`src/rtl/msx_input_pkg.sv`:
```
// Shared types and helpers for the MSX general-purpose port input path.
// Holds the port idle pattern, the signed 8-bit saturation limits and the sat8 clamp.
package msx_input_pkg;

    typedef logic [1:0] nib_idx_t;

    typedef enum logic {
        OWN_JOY   = 1'b0,
        OWN_MOUSE = 1'b1
    } owner_t;

    localparam logic [5:0] JOY_IDLE = 6'h3F;
    localparam int         SAT_MAX  = 127;
    localparam int         SAT_MIN  = -128;

    // Clamp a 10-bit signed intermediate into the signed 8-bit range the MSX mouse protocol carries.
    function automatic logic [7:0] sat8(input logic signed [9:0] v);
        if (int'(v) > SAT_MAX) begin
            return 8'(SAT_MAX);
        end else if (int'(v) < SAT_MIN) begin
            return 8'(SAT_MIN);
        end
        return v[7:0];
    endfunction

endpackage

```
`src/rtl/msx_sat_accum8.sv`:
```
// Per-axis saturating motion accumulator feeding the MSX mouse nibble stream.
// MSX_MOUSE_ACCUM_EN defined: strobes add onto the held value; undefined: each strobe replaces it.
module msx_sat_accum8
    import msx_input_pkg::*;
(
    input  logic       clk_sys,
    input  logic       reset,
    input  logic       clr,
    input  logic       add_en,
    input  logic [8:0] delta,
    input  logic       invert,
    output logic [7:0] acc
);

    logic [7:0]        acc_q;
    logic [7:0]        acc_d;
    logic signed [9:0] deltaExt;
    logic signed [9:0] deltaAdj;
    logic signed [9:0] sum;

    // A clear coinciding with a strobe means the old value was just snapshotted,
    // so the fresh delta starts the next accumulation on its own.
    always_comb begin
        deltaExt = {delta[8], delta};
        deltaAdj = invert ? -deltaExt : deltaExt;
`ifdef MSX_MOUSE_ACCUM_EN
        sum = {{2{acc_q[7]}}, acc_q} + deltaAdj;
`else
        sum = deltaAdj;
`endif
        acc_d = acc_q;
        if (clr && add_en) begin
            acc_d = sat8(deltaAdj);
        end else if (clr) begin
            acc_d = '0;
        end else if (add_en) begin
            acc_d = sat8(sum);
        end
    end

    always_ff @(posedge clk_sys) begin
        if (reset) begin
            acc_q <= '0;
        end else begin
            acc_q <= acc_d;
        end
    end

    assign acc = acc_q;

endmodule

```
`src/rtl/msx_mouse_port_ctrl.sv`:
```
// Arbitrates one MSX joystick port between a DB9 joystick and a PS/2 mouse and serves the
// 4-nibble MSX mouse protocol on STR toggles. Accumulation mode selected by MSX_MOUSE_ACCUM_EN.
module msx_mouse_port_ctrl
    import msx_input_pkg::*;
#(
    parameter int TIMEOUT_CYC = 100000,
    parameter bit INVERT_X    = 1'b0,
    parameter bit INVERT_Y    = 1'b0
) (
    input  logic       clk_sys,
    input  logic       reset,
    input  logic       mouse_strobe,
    input  logic [8:0] mouse_dx,
    input  logic [8:0] mouse_dy,
    input  logic [1:0] mouse_btn,
    input  logic [5:0] joy_in,
    input  logic       str,
    output logic [5:0] port_out,
    output logic       mouse_active
);

    localparam int            TW      = $clog2(TIMEOUT_CYC + 1);
    localparam logic [TW-1:0] TO_LOAD = TW'(TIMEOUT_CYC);

    owner_t        owner_q, owner_d;
    logic          strDly_q;
    nib_idx_t      idx_q, idx_d;
    logic [TW-1:0] timeout_q, timeout_d;
    logic [5:0]    portOut_q, portOut_d;
    logic [7:0]    snapX_q, snapX_d;
    logic [7:0]    snapY_q, snapY_d;
    logic [7:0]    accX, accY;
    logic [3:0]    nibble;
    logic          toggle;
    logic          mouseMode;
    logic          captureEn;

    // Ownership: a mouse packet always claims the port, any pressed joystick line releases it.
    always_comb begin
        owner_d = owner_q;
        if (mouse_strobe) begin
            owner_d = OWN_MOUSE;
        end else if (joy_in != JOY_IDLE) begin
            owner_d = OWN_JOY;
        end
    end

    assign mouseMode = (owner_d == OWN_MOUSE);
    assign toggle    = (str != strDly_q);
    assign captureEn = mouseMode && toggle && (idx_q == 2'd0);

    msx_sat_accum8 u_accX (
        .clk_sys (clk_sys),
        .reset   (reset),
        .clr     (captureEn),
        .add_en  (mouse_strobe),
        .delta   (mouse_dx),
        .invert  (INVERT_X),
        .acc     (accX)
    );

    msx_sat_accum8 u_accY (
        .clk_sys (clk_sys),
        .reset   (reset),
        .clr     (captureEn),
        .add_en  (mouse_strobe),
        .delta   (mouse_dy),
        .invert  (INVERT_Y),
        .acc     (accY)
    );

    // The first nibble is read from the live accumulator because the snapshot loads on that same edge.
    always_comb begin
        case (idx_q)
            2'd0:    nibble = accX[7:4];
            2'd1:    nibble = snapX_q[3:0];
            2'd2:    nibble = snapY_q[7:4];
            default: nibble = snapY_q[3:0];
        endcase
    end

    always_comb begin
        idx_d     = idx_q;
        timeout_d = timeout_q;
        portOut_d = portOut_q;
        snapX_d   = snapX_q;
        snapY_d   = snapY_q;
        if (!mouseMode) begin
            portOut_d = joy_in;
            idx_d     = '0;
            timeout_d = '0;
        end else begin
            portOut_d[5:4] = ~mouse_btn;
            if (toggle) begin
                idx_d          = idx_q + 2'd1;
                timeout_d      = TO_LOAD;
                portOut_d[3:0] = nibble;
                if (captureEn) begin
                    snapX_d = accX;
                    snapY_d = accY;
                end
            end else if (timeout_q != '0) begin
                timeout_d = timeout_q - TW'(1);
                if (timeout_q == TW'(1)) begin
                    idx_d = '0;
                end
            end
        end
    end

    always_ff @(posedge clk_sys) begin
        if (reset) begin
            owner_q   <= OWN_JOY;
            strDly_q  <= 1'b0;
            idx_q     <= '0;
            timeout_q <= '0;
            portOut_q <= JOY_IDLE;
            snapX_q   <= '0;
            snapY_q   <= '0;
        end else begin
            owner_q   <= owner_d;
            strDly_q  <= str;
            idx_q     <= idx_d;
            timeout_q <= timeout_d;
            portOut_q <= portOut_d;
            snapX_q   <= snapX_d;
            snapY_q   <= snapY_d;
        end
    end

    assign port_out     = portOut_q;
    assign mouse_active = (owner_q == OWN_MOUSE);

endmodule
```
`config.mk`:
```
export PLATFORM = sky130hd
export DESIGN_NAME = msx_mouse_port_ctrl
export DESIGN_NICKNAME = d
export VERILOG_FILES = /design/src/rtl/msx_input_pkg.sv /design/src/rtl/msx_sat_accum8.sv /design/src/rtl/msx_mouse_port_ctrl.sv
export SDC_FILE = /design/constraint.sdc
export NUM_CORES = 1
export LEC_CHECK = 0
export BUFFER_PORTS_ARGS = -buffer_cell sky130_fd_sc_hd__buf_2
export CORE_ASPECT_RATIO = 0.6
export CORE_MARGIN = 1
export CORE_UTILIZATION = 40
export DETAILED_ROUTE_END_ITERATION = 10
export PLACE_DENSITY = 0.69
export SLEW_MARGIN = 15
export SYNTH_ARGS = -nofsm -noshare
export SYNTH_HDL_FRONTEND = slang
export SYNTH_SLANG_ARGS = --single-unit
```
`constraint.sdc`:
```
create_clock -name clk_sys -period 4.52 [get_ports clk_sys]
set_input_delay 0.226 -clock clk_sys [delete_from_list [all_inputs] [get_ports clk_sys]]
set_output_delay 0.226 -clock clk_sys [all_outputs]
set_load 0.01 [all_outputs]
```
; ---- Yosys cells after proc, flatten, opt, wreduce, memory -nomap -nowiden
; Index checks and enable logic that the tools add are counted.
[totals]
regBits = 55
output_inout_bits = 7
wordCells = 73
[op_classes]
addsub = 2
magnitude_cmp = 4
n_eq_ne = 6
muxes = 36
n_bitwise = 2
reduce_logical = 12
[ops]
columns = operator, n
row1 = $mux W8, 14
row2 = $mux W17, 2
row3 = $gt A9 B8 Y1 const B, 2
row4 = $lt A9 B8 Y1 const B, 2
row5 = $eq A17 B1 Y1 const B, 1
row6 = $reduce_bool A17 Y1, 1
row7 = $sub A17 B1 Y17 const B, 1
row8 = $mux W1, 14
row9 = $pmux W4 S3, 1
row10 = $mux W2, 3
row11 = $mux W6, 1
row12 = $ne A6 B6 Y1 const B, 1
row13 = $mux W4, 1
row14 = $reduce_bool A2 Y1, 2
row15 = $logic_and A1 B1 Y1, 3
row16 = $reduce_and A3 Y1, 1
row17 = $reduce_bool A3 Y1, 1
row18 = $reduce_or A3 Y1, 1
row19 = $add A2 B1 Y2 const B, 1
row20 = $eq A2 B1 Y1 const B, 1
row21 = $eq A2 B2 Y1 const B, 1
row22 = $logic_not A2 Y1, 1
row23 = $ne A2 B2 Y1 const B, 1
row24 = $not A2 Y2, 1
row25 = 4 further kinds, 4

; ---- Longest topological paths before layout
[depth]
word_depth = 11
ltp_mapped = 8

; ---- Hierarchy
; From an unflattened synthesis, not the netlist that was laid out.
[hier_totals]
cells_unflattened = 410
hier_area_um2 = 3316.9
[modules_own_cells]
columns = mod, instances, cells_each, area_per_inst_um2
row1 = msx_mouse_port_ctrl, 1, 242, 1988.2
row2 = msx_sat_accum8, 2, 84, 664.4

; ---- Least setup slack after synthesis
; Ideal clock, no wire load.
[synth_timing]
path_kind = register to register
startpoint = register timeout_q[0]
endpoint = register timeout_q[11]
arrival_time_ps = 1749
required_ps = 4448
slack_ps = 2699
path_stages_with_launch = 9
n_path_buf = 2
cell_sequence = dfxtp_1 -> inv_1 -> ha_1 -> nor3b_1 -> and3_1 -> buf_2 -> buf_4 -> nor4_1 -> mux2i_1
[synth_between]
elab_chain_cells = 1
elab_cells_between_ends = 2
classes_between = add/sub: 1 / reduce/logical: 1
[synth_rtl]
columns = item, line
row1 = start: declaration, msx_mouse_port_ctrl.sv:28  ; logic [TW-1:0] timeout_q, timeout_d;
row2 = start signal: assignment, msx_mouse_port_ctrl.sv:124  ; timeout_q <= timeout_d;
row3 = $sub A17 B1 Y17 or $reduce_bool A17 Y1 (tied branches), "msx_mouse_port_ctrl.sv:103, msx_mouse_port_ctrl.sv:102"
; Several ways; a longest one is shown, not always the timed one.
; A chain may end at the register's enable or synchronous reset.

; ---- Worst setup path after layout
[layout_timing]
startpoint = register owner_q, in the netlist mouse_active
endpoint = register timeout_q[0]
[layout_between]
elab_chain_cells = 4
[layout_rtl]
columns = item, line
row1 = start: declaration, msx_mouse_port_ctrl.sv:25  ; owner_t owner_q, owner_d;
row2 = start signal: assignment, msx_mouse_port_ctrl.sv:121  ; owner_q <= owner_d;
row3 = $mux W1, msx_mouse_port_ctrl.sv:43  ; end else if (joy_in != JOY_IDLE) begin
row4 = $mux W1, msx_mouse_port_ctrl.sv:41  ; if (mouse_strobe) begin
row5 = $not A1 Y1 (no line), n/a
row6 = $reduce_or A3 Y1 (no line), n/a
; Every way passes these cells.

==> metrics.yaml <==
run_status:
  status: "completed"
routing:
  drtIter0Drc: 169
  vias: 2385
  via_per_inst: 5.69
  wl_met3_microns: 372
  first_pass_iters: 4
  wl_met1_microns: 3380
  wl_met2_microns: 2480
  totalWireLength_microns: 6300
  top_layer: "met4"
  wl_per_cell_microns: 15.0
  drc: 0
  postRouteAntennaNets: 0
timing:
  min_period_ps: 2440
  fin_hold_ws_ps: 167
  fmax_mhz: 410
  slew_violations: 0
  min_period_over_period: 0.540
  finalHoldViolCount: 0
  setup-tns-final_ps: 0
  slew_headroom: 0.397
  setup_viol: 0
  clock_skew_ps: 6.97
  tightest_slew_ps: 904
  rsz0062_at_grt: "false"
global_route:
  grt_pass1_wl_microns: 10800
  antenna_found_initial: 0
  grt_pass1_vias: 2148
  grt-ovfl-total: 0
  grt_max_degree: 35
  grt_use_total: 0.203
critical_path:
  crit_required_ps: 4760
  endpoint_kind: "flop"
  r2r-start: "mouse_active$_SDFF_PP0_"
  arrival_ps: 2680
  cp_max_fo: 15
  critPathKind: "flop to flop"
  startpoint: "mouse_active$_SDFF_PP0_"
  setup.worst_path.start_class: "flop"
logic_synthesis:
  synth_top_area_cell: "dfxtp_1"
  synth_top_flop_cell: "dfxtp_1"
  syn_nets: 345
  synthArstFlopShare: 0
  synth-seq-cells: 55
  synth.area.top_cells: "dfxtp_1 43%, a21oi_1 9.0%, o21ai_0 4.7%"
  synth.distinct_cells: 45
  synth_enable_flop_cells: 0
  syn_avg_cell_area_sq_um: 8.34
  synth_area_sq_mm: 0.00257
  yosysWarnings: 0
  synth_top_area_frac: 0.429
  synth_cells: 308
  ys_seq_area_frac: 0.429
die:
  die_width_microns: 105
  die_h_microns: 64.1
  initial_core_util: 0.416
  ios: 37
  dieArea_sq_mm: 0.00675
  rows: 22
  core_sq_mm: 0.00617
place:
  portBuffers: 36
  dp_hpwl_microns: 4560
  gp_congestion: 0.837
clocking:
  clkSinkCount: 55
  htree_levels: 2
  cts-resized-gates: 0
  ctsLongestPathBuffers: 2
  worstSkewPairLatency_ps: 310
  clockRootBuffer: "clkbuf_8"
  cts_setup_buffers: 0
  tritoncts: "done"
  cts_buffers: 5
  ctsHoldBuffers: 0
  path_clk_slew_ps: 90
pwr:
  total_power_w: 0.00106
  p_leak_nw: 1.13
  powerDensity_mw_per_mm2: 367
  ir_drop_mv: 0.156
final_layout:
  drive_gt1_frac: 0.146
  nets: 371
  final_util: 0.467
  syn_to_final_growth_pct: 12.0
  diodes: 0
  n_fill_cell: 601
job:
  maxCapViolCount: 0
hold_path:
  min_from: "mouse_btn[1]"
  worstHoldPathType: "primary input to flop"
## final timing paths
kind	to	slack, ps	cells past startpoint
worst max-delay path	timeout_q[0]$_SDFFE_PP0P_	2080	6
worst min-delay path	port_out[5]$_SDFF_PP1_	170	3
worst max register to register	timeout_q[0]$_SDFFE_PP0P_	2080	6
worst min register to register	u_accY.acc[3]$_SDFFE_PP0P_	460	2
## power breakdown
group          switching [W]  total, W  internal, W
combinational       0.000161  0.000254    0.0000925
sequential         0.0000255  0.000540     0.000514
clock               0.000154  0.000263     0.000109
total               0.000340   0.00106     0.000716
## stage by stage
| step | area, sq um | cells | setup WS (ps) |
|---|---|---|---|
| final | 2880 | 419 | 2080 |
| after global routing | 2880 | 419 | 1900 |
| after CTS | 2880 | 419 | 2130 |
| after detailed placement | 2800 | 411 | 2170 |
| after global placement | 2790 | 411 | 2230 |
| after floorplan | 2570 | 308 | 2700 |
## synth_stat cells, types with 2 or more instances
master / n
a22oi_1: 11
or4_1: 5
nor2b_1: 4
a21oi_1: 46
nand2_1: 24
and2_1: 2
a221oi_1: 4
clkbuf_1: 15
ha_1: 7
o211ai_1: 2
or4b_1: 2
a211o_1: 2
nor2_1: 15
o21ai_0: 24
nand2b_1: 4
nand3b_1: 3
a21o_1: 10
dfxtp_1: 55
o311ai_0: 2
mux2i_1: 2
and3_1: 2
inv_1: 11
nand3_1: 18
nor3_1: 9
a31oi_1: 5
o31ai_1: 5
## sequential cells by signal, indices dropped and copies added (netlist names)
| register | cells |
|---|---|
| port_out | 6 |
| idx_q | 2 |
| timeout_q | 17 |
| u_accY.acc | 8 |
| strDly_q | 1 |
| u_accX.acc | 8 |
| snapY_q | 8 |
| snapX_q | 4 |
| mouse_active | 1 |
## cells in the final DEF (no fill, tap or decap), types with 7 or more instances in the layout
cell type	Yosys	final
a21o_1	10	10
dfxtp_1	55	55
o21ai_0	24	24
nor3_1	9	9
buf_2	1	36
inv_1	11	11
a22oi_1	11	11
nor2_1	15	15
ha_1	7	7
nand3_1	18	18
nand2_1	24	24
a21oi_1	46	46
## kinds of logic after synthesis
family | share of synthesized area
AO/OA/AOI/OAI | 0.274
AND/OR/NAND/NOR | 0.202
flip-flops | 0.429
buffers and inverters | 0.0458
adder cells (fa/ha/maj) | 0.0341
XOR/XNOR | 0.00682
multiplexers | 0.00780
## critical path, cell delays in order (launching register included)
cell and delay (ps):
dfxtp_1 350, and4_1 330, a21o_1 520, nand2_1 380, inv_2 280, nand2_1 250, nor3_1 250
## metal layers
layer	vias up	GRT usage
li1	1180	-
met1	1119	0.312
met2	79	0.281
met3	7	0.0388
met4	0	0.0581
met5	-	0
## area by class of cell
type,count,area (sq um),area share
timing repair buffer,37,188,0.0652
inverter,12,45.0,0.0157
sequential,55,1100,0.383
tap,84,105,0.0365
clock inverter,1,5.00,0.00174
multi-input combinational,223,1360,0.472
clock buffer,7,76.3,0.0265
No activity file was read; power rests on OpenSTA's default activity.
